`src/rtl/uart_fifo_lvl.sv`:
```
// Show-ahead FIFO with registered level flags and an s_tick enable.
// Define UART_FIFO_ERR_FLAGS_EN to build the sticky overflow/underflow flags.
module uart_fifo_lvl #(
    parameter int DATA_SIZE   = 10,
    parameter int SIZE_FIFO   = 16,
    parameter int AF_THRESH   = 14,
    parameter int AE_THRESH   = 2,
    localparam int ADDR_WIDTH = $clog2(SIZE_FIFO)
) (
    input  logic                  clk,
    input  logic                  reset_n,
    input  logic                  s_tick,
    input  logic [DATA_SIZE-1:0]  w_data,
    input  logic                  wr,
    input  logic                  rd,
    input  logic                  err_clr,
    output logic [DATA_SIZE-1:0]  r_data,
    output logic                  full,
    output logic                  empty,
    output logic                  almost_full,
    output logic                  almost_empty,
    output logic [ADDR_WIDTH:0]   count,
    output logic                  overflow,
    output logic                  underflow
);

    localparam logic [ADDR_WIDTH-1:0] PTR_ONE  = ADDR_WIDTH'(1);
    localparam logic [ADDR_WIDTH:0]   CNT_ONE  = (ADDR_WIDTH+1)'(1);
    localparam logic [ADDR_WIDTH:0]   CNT_FULL = (ADDR_WIDTH+1)'(SIZE_FIFO);
    localparam logic [ADDR_WIDTH:0]   CNT_AF   = (ADDR_WIDTH+1)'(AF_THRESH);
    localparam logic [ADDR_WIDTH:0]   CNT_AE   = (ADDR_WIDTH+1)'(AE_THRESH);

    logic [DATA_SIZE-1:0]  mem [SIZE_FIFO];
    logic [ADDR_WIDTH-1:0] w_ptr;
    logic [ADDR_WIDTH-1:0] r_ptr;
    logic [ADDR_WIDTH:0]   count_nxt;
    logic                  wr_ok;
    logic                  rd_ok;

    // A write into a full FIFO is allowed only when a read frees the head slot
    // in the same cycle; pointers wrap naturally because SIZE_FIFO is a power of two.
    always_comb begin
        wr_ok = s_tick & wr & (~full | (rd & ~empty));
        rd_ok = s_tick & rd & ~empty;
        case ({wr_ok, rd_ok})
            2'b10:   count_nxt = count + CNT_ONE;
            2'b01:   count_nxt = count - CNT_ONE;
            default: count_nxt = count;
        endcase
    end

    assign r_data = mem[r_ptr];

    always_ff @(posedge clk) begin
        if (wr_ok) begin
            mem[w_ptr] <= w_data;
        end
    end

    // Flags are computed from the next count so they line up with count itself.
    always_ff @(posedge clk or negedge reset_n) begin
        if (!reset_n) begin
            w_ptr        <= '0;
            r_ptr        <= '0;
            count        <= '0;
            full         <= 1'b0;
            empty        <= 1'b1;
            almost_full  <= 1'b0;
            almost_empty <= 1'b1;
        end else if (s_tick) begin
            if (wr_ok) begin
                w_ptr <= w_ptr + PTR_ONE;
            end
            if (rd_ok) begin
                r_ptr <= r_ptr + PTR_ONE;
            end
            count        <= count_nxt;
            full         <= (count_nxt == CNT_FULL);
            empty        <= (count_nxt == '0);
            almost_full  <= (count_nxt >= CNT_AF);
            almost_empty <= (count_nxt <= CNT_AE);
        end
    end

`ifdef UART_FIFO_ERR_FLAGS_EN
    logic ovf_q;
    logic unf_q;

    // A new error event in the same cycle as err_clr keeps the flag set.
    always_ff @(posedge clk or negedge reset_n) begin
        if (!reset_n) begin
            ovf_q <= 1'b0;
            unf_q <= 1'b0;
        end else begin
            if (s_tick & wr & ~wr_ok) begin
                ovf_q <= 1'b1;
            end else if (err_clr) begin
                ovf_q <= 1'b0;
            end
            if (s_tick & rd & empty) begin
                unf_q <= 1'b1;
            end else if (err_clr) begin
                unf_q <= 1'b0;
            end
        end
    end

    assign overflow  = ovf_q;
    assign underflow = unf_q;
`else
    logic unused_err_clr;

    assign unused_err_clr = err_clr;
    assign overflow       = 1'b0;
    assign underflow      = 1'b0;
`endif

endmodule

```
`config.mk`:
```
export PLATFORM = sky130hd
export DESIGN_NAME = uart_fifo_lvl
export DESIGN_NICKNAME = d
export VERILOG_FILES = /design/src/rtl/uart_fifo_lvl.sv
export SDC_FILE = /design/constraint.sdc
export NUM_CORES = 1
export LEC_CHECK = 0
export ABC_AREA = 1
export CAP_MARGIN = 20
export CORE_AREA = 8 8 112 190
export DETAILED_ROUTE_END_ITERATION = 7
export DIE_AREA = 0 0 120 198
export SETUP_SLACK_MARGIN = 0.02
export SYNTH_ARGS = -nofsm -noshare
export SYNTH_HDL_FRONTEND = slang
export SYNTH_SLANG_ARGS = --single-unit
```
`constraint.sdc`:
```
create_clock -name clk -period 1.95 [get_ports clk]
set_input_delay 0.2925 -clock clk [delete_from_list [all_inputs] [get_ports clk]]
set_output_delay 0.2925 -clock clk [all_outputs]
set_load 0.05 [all_outputs]
```
* Word level (Yosys, flattened, before mapping) *
Memories as Yosys holds them, arrays and structs flattened.
Index checks and enable logic that the tools add are counted.

word-level totals
  flip-flop bits (word level) = 17
  RAM bits = 160
  input port bits = 16
  output and inout bits = 21
  logic and storage cells = 31
  memories = 1

cells by class
  add/sub/neg operators = 4
  $lt $le $gt $ge = 2
  equality and inequality tests = 3
  multiplexer cells = 3
  bitwise operators = 8
  reductions and logical operators = 3

memories
  name  words  width  rd ports  clocked after memory_dff  write ports  line  source
  mem   16     10     1         0                         1            33    logic [DATA_SIZE-1:0] mem [SIZE_FIFO];

operators with widths
  operator               number
  $pmux W5 S2            1
  $add A4 B1 Y4 const B  2
  $add A5 B1 Y5 const B  1
  $and A1 B1 Y1          5
  $eq A5 B5 Y1 const B   1
  $ge A5 B4 Y1 const B   1
  $le A5 B2 Y1 const B   1
  $logic_not A5 Y1       1
  $sub A5 B1 Y5 const B  1
  $reduce_and A2 Y1      2
  $eq A2 B1 Y1 const B   1
  $eq A2 B2 Y1 const B   1
  $mux W1                2
  $not A1 Y1             2
  $or A1 B1 Y1           1

* Longest topological paths before layout *
  word-level depth = 7
  depth in mapped cells = 17
  gate-level depth less buffers = 17

* Worst setup path after synthesis *
No wires, ideal clock.

  path kind = register to register
  start = reg empty
  end = reg full
  setup time = 0.076 ns
  arrival = 2.322 ns
  data required time = 1.874 ns
  slack = -0.448 ns
  cell stages (with the launch flop) = 13
  path buffers = 0
  period minus slack after synthesis = 2.398 ns
  path through = dfstp_2 o21ai_0 nand3_1 ha_1 nand2_1 inv_2 nor2_4 ha_1 a21boi_1 nand2_1 nor2_1 nand3_1 o21ai_1

between the ends
  longest elaborated chain between the ends = 7
  elaborated cells on any way between the ends = 9
  classes of those cells = eq/ne (3); mux (1); bitwise (5)

RTL lines
  what                                                 line    source
  start, declared                                      19      output logic empty,
  start signal, assigned                               79      empty <= (count_nxt == '0);
  $not A1 Y1 *                                         43, 44
  $and A1 B1 Y1                                        43      wr_ok = s_tick & wr & (~full | (rd & ~empty));
  $or A1 B1 Y1                                         43
  $and A1 B1 Y1                                        43
  $eq A2 B1 Y1 / $eq A2 B2 Y1 (equally long branches)  45      case ({wr_ok, rd_ok})
  $pmux W5 S2 *                                        45
  $eq A5 B5 Y1 *                                       78      full <= (count_nxt == CNT_FULL);
  end signal, assigned                                 78
  end, declared                                        18      output logic full,

Every way passes the cells marked *; elsewhere a longest branch is shown, timed or not.
A chain may end at the register's enable or synchronous reset.

* Worst setup path in the final report *
  start = reg r_ptr[0]
  end = out r_data[9]

between the ends
  longest elaborated chain between the ends = 1

RTL lines
  what                    line  source
  start, declared         35    logic [ADDR_WIDTH-1:0] r_ptr;
  start signal, assigned  75    r_ptr <= r_ptr + PTR_ONE;
  $mem_v2 Z16 W10         -
  end, declared           17    output logic [DATA_SIZE-1:0] r_data,

No other way between the ends.

==> impl_metrics.ini <==
[synthesis]
ys_ff_latch = 177
syn-cell-area_mm2 = 0.00732
ys_types = 32
synthCells = 583
synth_area_per_cell_um2 = 12.6
yosysWarnings = 0
seq_area_frac_synth = 0.715

[finish]
nNetsFinal = 695
drive_gt1_frac = 0.318
antennaDiodeCount = 0
area_growth_pct = 33.6

[worst_setup_path]
path_class = reg2out
start_kind = register
arrival_ns = 2.11
critPathCaptureType = primary output
critPathRequiredTime_ns = 1.66
cp_max_fo = 16

[timing]
fin_crit_sh = 1.23
clock_skew_ns = 0.00892
maxSlewHeadroom = 0.574
setup_viol = 18
fmax_ghz = 0.416
hold_slack_ns = 0.198
finalSetupTns_ns = -4.13
worstMarginPinSlew_ns = 0.638
hold_viol_final = 0
slew_viol_final = 0
worst_slack_ns = -0.452
rsz0062_at_grt = yes
min_period_ns = 2.40

[outcome]
status = complete, but fails checks
violations = negative setup slack

[detailed_routing]
num_vias = 5078
drtPass1Iterations = 5
vias_per_cell = 5.51
wl_um = 19200
drc = 0
dr.first_iter.drc_count = 346
drtAntennaViolNets = 0
wl_per_cell_um = 20.8

[power_and_ir_drop]
p_switching_mw = 6.27
powerDensity_mw_per_mm2 = 1630
clkPwrFrac = 0.225
swShare = 0.392
intPower_mw = 9.71
cellLeakagePower_nw = 3.47
p_total_mw = 16.0
power_frac_comb = 0.476
peakVddDrop_v = 0.00106
seqPwrFrac = 0.299

[min_path]
min_path_type = in2async

[die]
die_w_um = 120
ios = 37
initial_core_util = 0.394
rows = 66
core-area_mm2 = 0.0186
die-height_um = 198
die_area_mm2 = 0.0238

[grt]
grt_antenna_before_repair = 0
grt_pass1_vias = 5210
grt_util_all_layers = 0.161
grt_max_degree = 32
gr-total-overflow = 0
grt_pass1_wl_um = 28600

[place]
pre_cts_slack_ns = -0.526
dp_hpwl_um = 11800
io_buffers = 33
place_congestion = 0.839

[clock_network]
clkTransAtPathRegs_ns = 0.07
postCtsHoldBufs = 0
cts-root-buf = clkbuf_16
htreeDepth = 4
clk-insertion-delay-late_ns = 0.42
clockBufferDepth = 2
numCtsBuffers = 17
cts_sinks = 177
cts_tree = yes

[job]
max-cap-violations = 0
==> final cells by class <==
type                       instances  area (um^2)
fill                            1541         8790
clock inverter                     7         78.8
timing repair buffer             101         1220
tap                              238          298
multi-input combinational        352         2290
inverter                          21         88.8
sequential                       177         5240
clock buffer                      25          572
==> layer usage <==
metal  track usage  routed length (um)
met2         0.308               10800
met1         0.166                6850
met3        0.0262                1070
met4        0.0712                 491
met5             0                   0
==> power by group through the flow <==
stage                     registers, mW  logic [mW]  clock network, mW
final                              4.77        7.61               3.60
after floorplan                    5.04        3.39                  0
after CTS                          4.77        7.12               3.65
after detailed placement           4.82        6.29                  0
after global routing               4.80        8.04               3.77
after global placement             4.81        6.17                  0
==> cell usage after synthesis <==
cell / n / share of area
a21oi_1: 1 / 0.00068
nand3_1: 23 / 0.016
nor3_2: 1 / 0.0014
nand4_1: 2 / 0.0017
o211ai_1: 9 / 0.0092
nand2_2: 6 / 0.0051
o21ai_0: 81 / 0.055
a21boi_1: 1 / 0.0010
nor2_1: 99 / 0.051
inv_2: 5 / 0.0026
or2_2: 2 / 0.0017
conb_1: 1 / 0.00051
xor2_1: 8 / 0.0096
dfstp_2: 2 / 0.0072
buf_2: 9 / 0.0062
o21bai_1: 1 / 0.0010
nand3_2: 2 / 0.0027
clkbuf_1: 23 / 0.012
o221ai_1: 31 / 0.037
o22ai_1: 9 / 0.0077
nand2_1: 55 / 0.028
nor2_4: 1 / 0.0015
dfrtp_1: 15 / 0.051
nor3_4: 1 / 0.0022
inv_1: 16 / 0.0082
or2_0: 1 / 0.00085
edfxtp_1: 160 / 0.66
buf_4: 2 / 0.0020
o21ai_2: 1 / 0.0012
nor3_1: 1 / 0.00068
ha_1: 9 / 0.015
o21ai_1: 5 / 0.0034
==> per-stage QoR <==
stage / util / area (um^2) / std cells
2_1_floorplan: - / 7390 / 584
3_3_place_gp: 0.456 / 8470 / 874
3_5_place_dp: 0.456 / 8470 / 874
4_1_cts: 0.512 / 9520 / 917
5_1_grt: 0.527 / 9790 / 921
6_report: 0.527 / 9790 / 921
==> cells in the final DEF, fill, tap and decap left out, types with 8 or more instances in the layout <==
master           count
edfxtp_1           160
nor2_1              72
o21ai_0             60
buf_4               44
nand2_1             31
o221ai_1            30
clkbuf_16           23
buf_12              22
nand2_2             21
nor2_2              18
o21ai_1             17
nand3_1             15
clkdlybuf4s50_1     14
dfrtp_1             13
inv_1               12
nor2_4              10
buf_6               10
o21ai_2              9
o211ai_1             9
o22ai_1              8
nand2_4              8
xor2_1               8
==> path summary, 6_finish.rpt <==
kind / from / end / slack [ns] / cells after the start
max: r_ptr[0] / r_data[9] / -0.45 / 7
min: reset_n / w_ptr[2] / 0.20 / 2
max reg2reg: empty / almost_full / -0.17 / 12
min reg2reg: almost_empty / almost_empty / 0.49 / 2
max in group asynchronous: reset_n / almost_empty / 1.49 / 2
min in group clk: almost_empty / almost_empty / 0.49 / 2
==> logic make-up (layout without fill, tap and decap cells) <==
group,count (synthesis),after routing,share of synthesized area
simple gates,194,194,0.113
flops,177,177,0.715
compound gates,139,139,0.117
buf+inv,55,154,0.0308
fa+ha+maj,9,9,0.0154
xor+xnor,8,8,0.00957
other cells,1,2,0.000512
==> state kept, by name (all words and copies together), names as in the netlist <==
signal / cells
count: 5
mem: 160
empty: 1
w_ptr: 4
full: 1
almost_empty: 1
almost_full: 1
r_ptr: 4
==> critical path, stage by stage, from the launching register on <==
cell and delay [ns]:
dfrtp_2 0.49, buf_4 0.19, buf_12 0.15, o21ai_1 0.22
o221ai_1 0.17, o211ai_1 0.17, nand2_1 0.14, buf_12 0.17
==> what timing repair did <==
action	CTS	global route
setup buffers	7	2
gates cloned	4	2
hold endpoints to repair	0	0
gates resized for setup	80	64
pin swaps	26	28
setup endpoints to repair	178	156
Note: power is estimated with default switching activity, not from simulation.
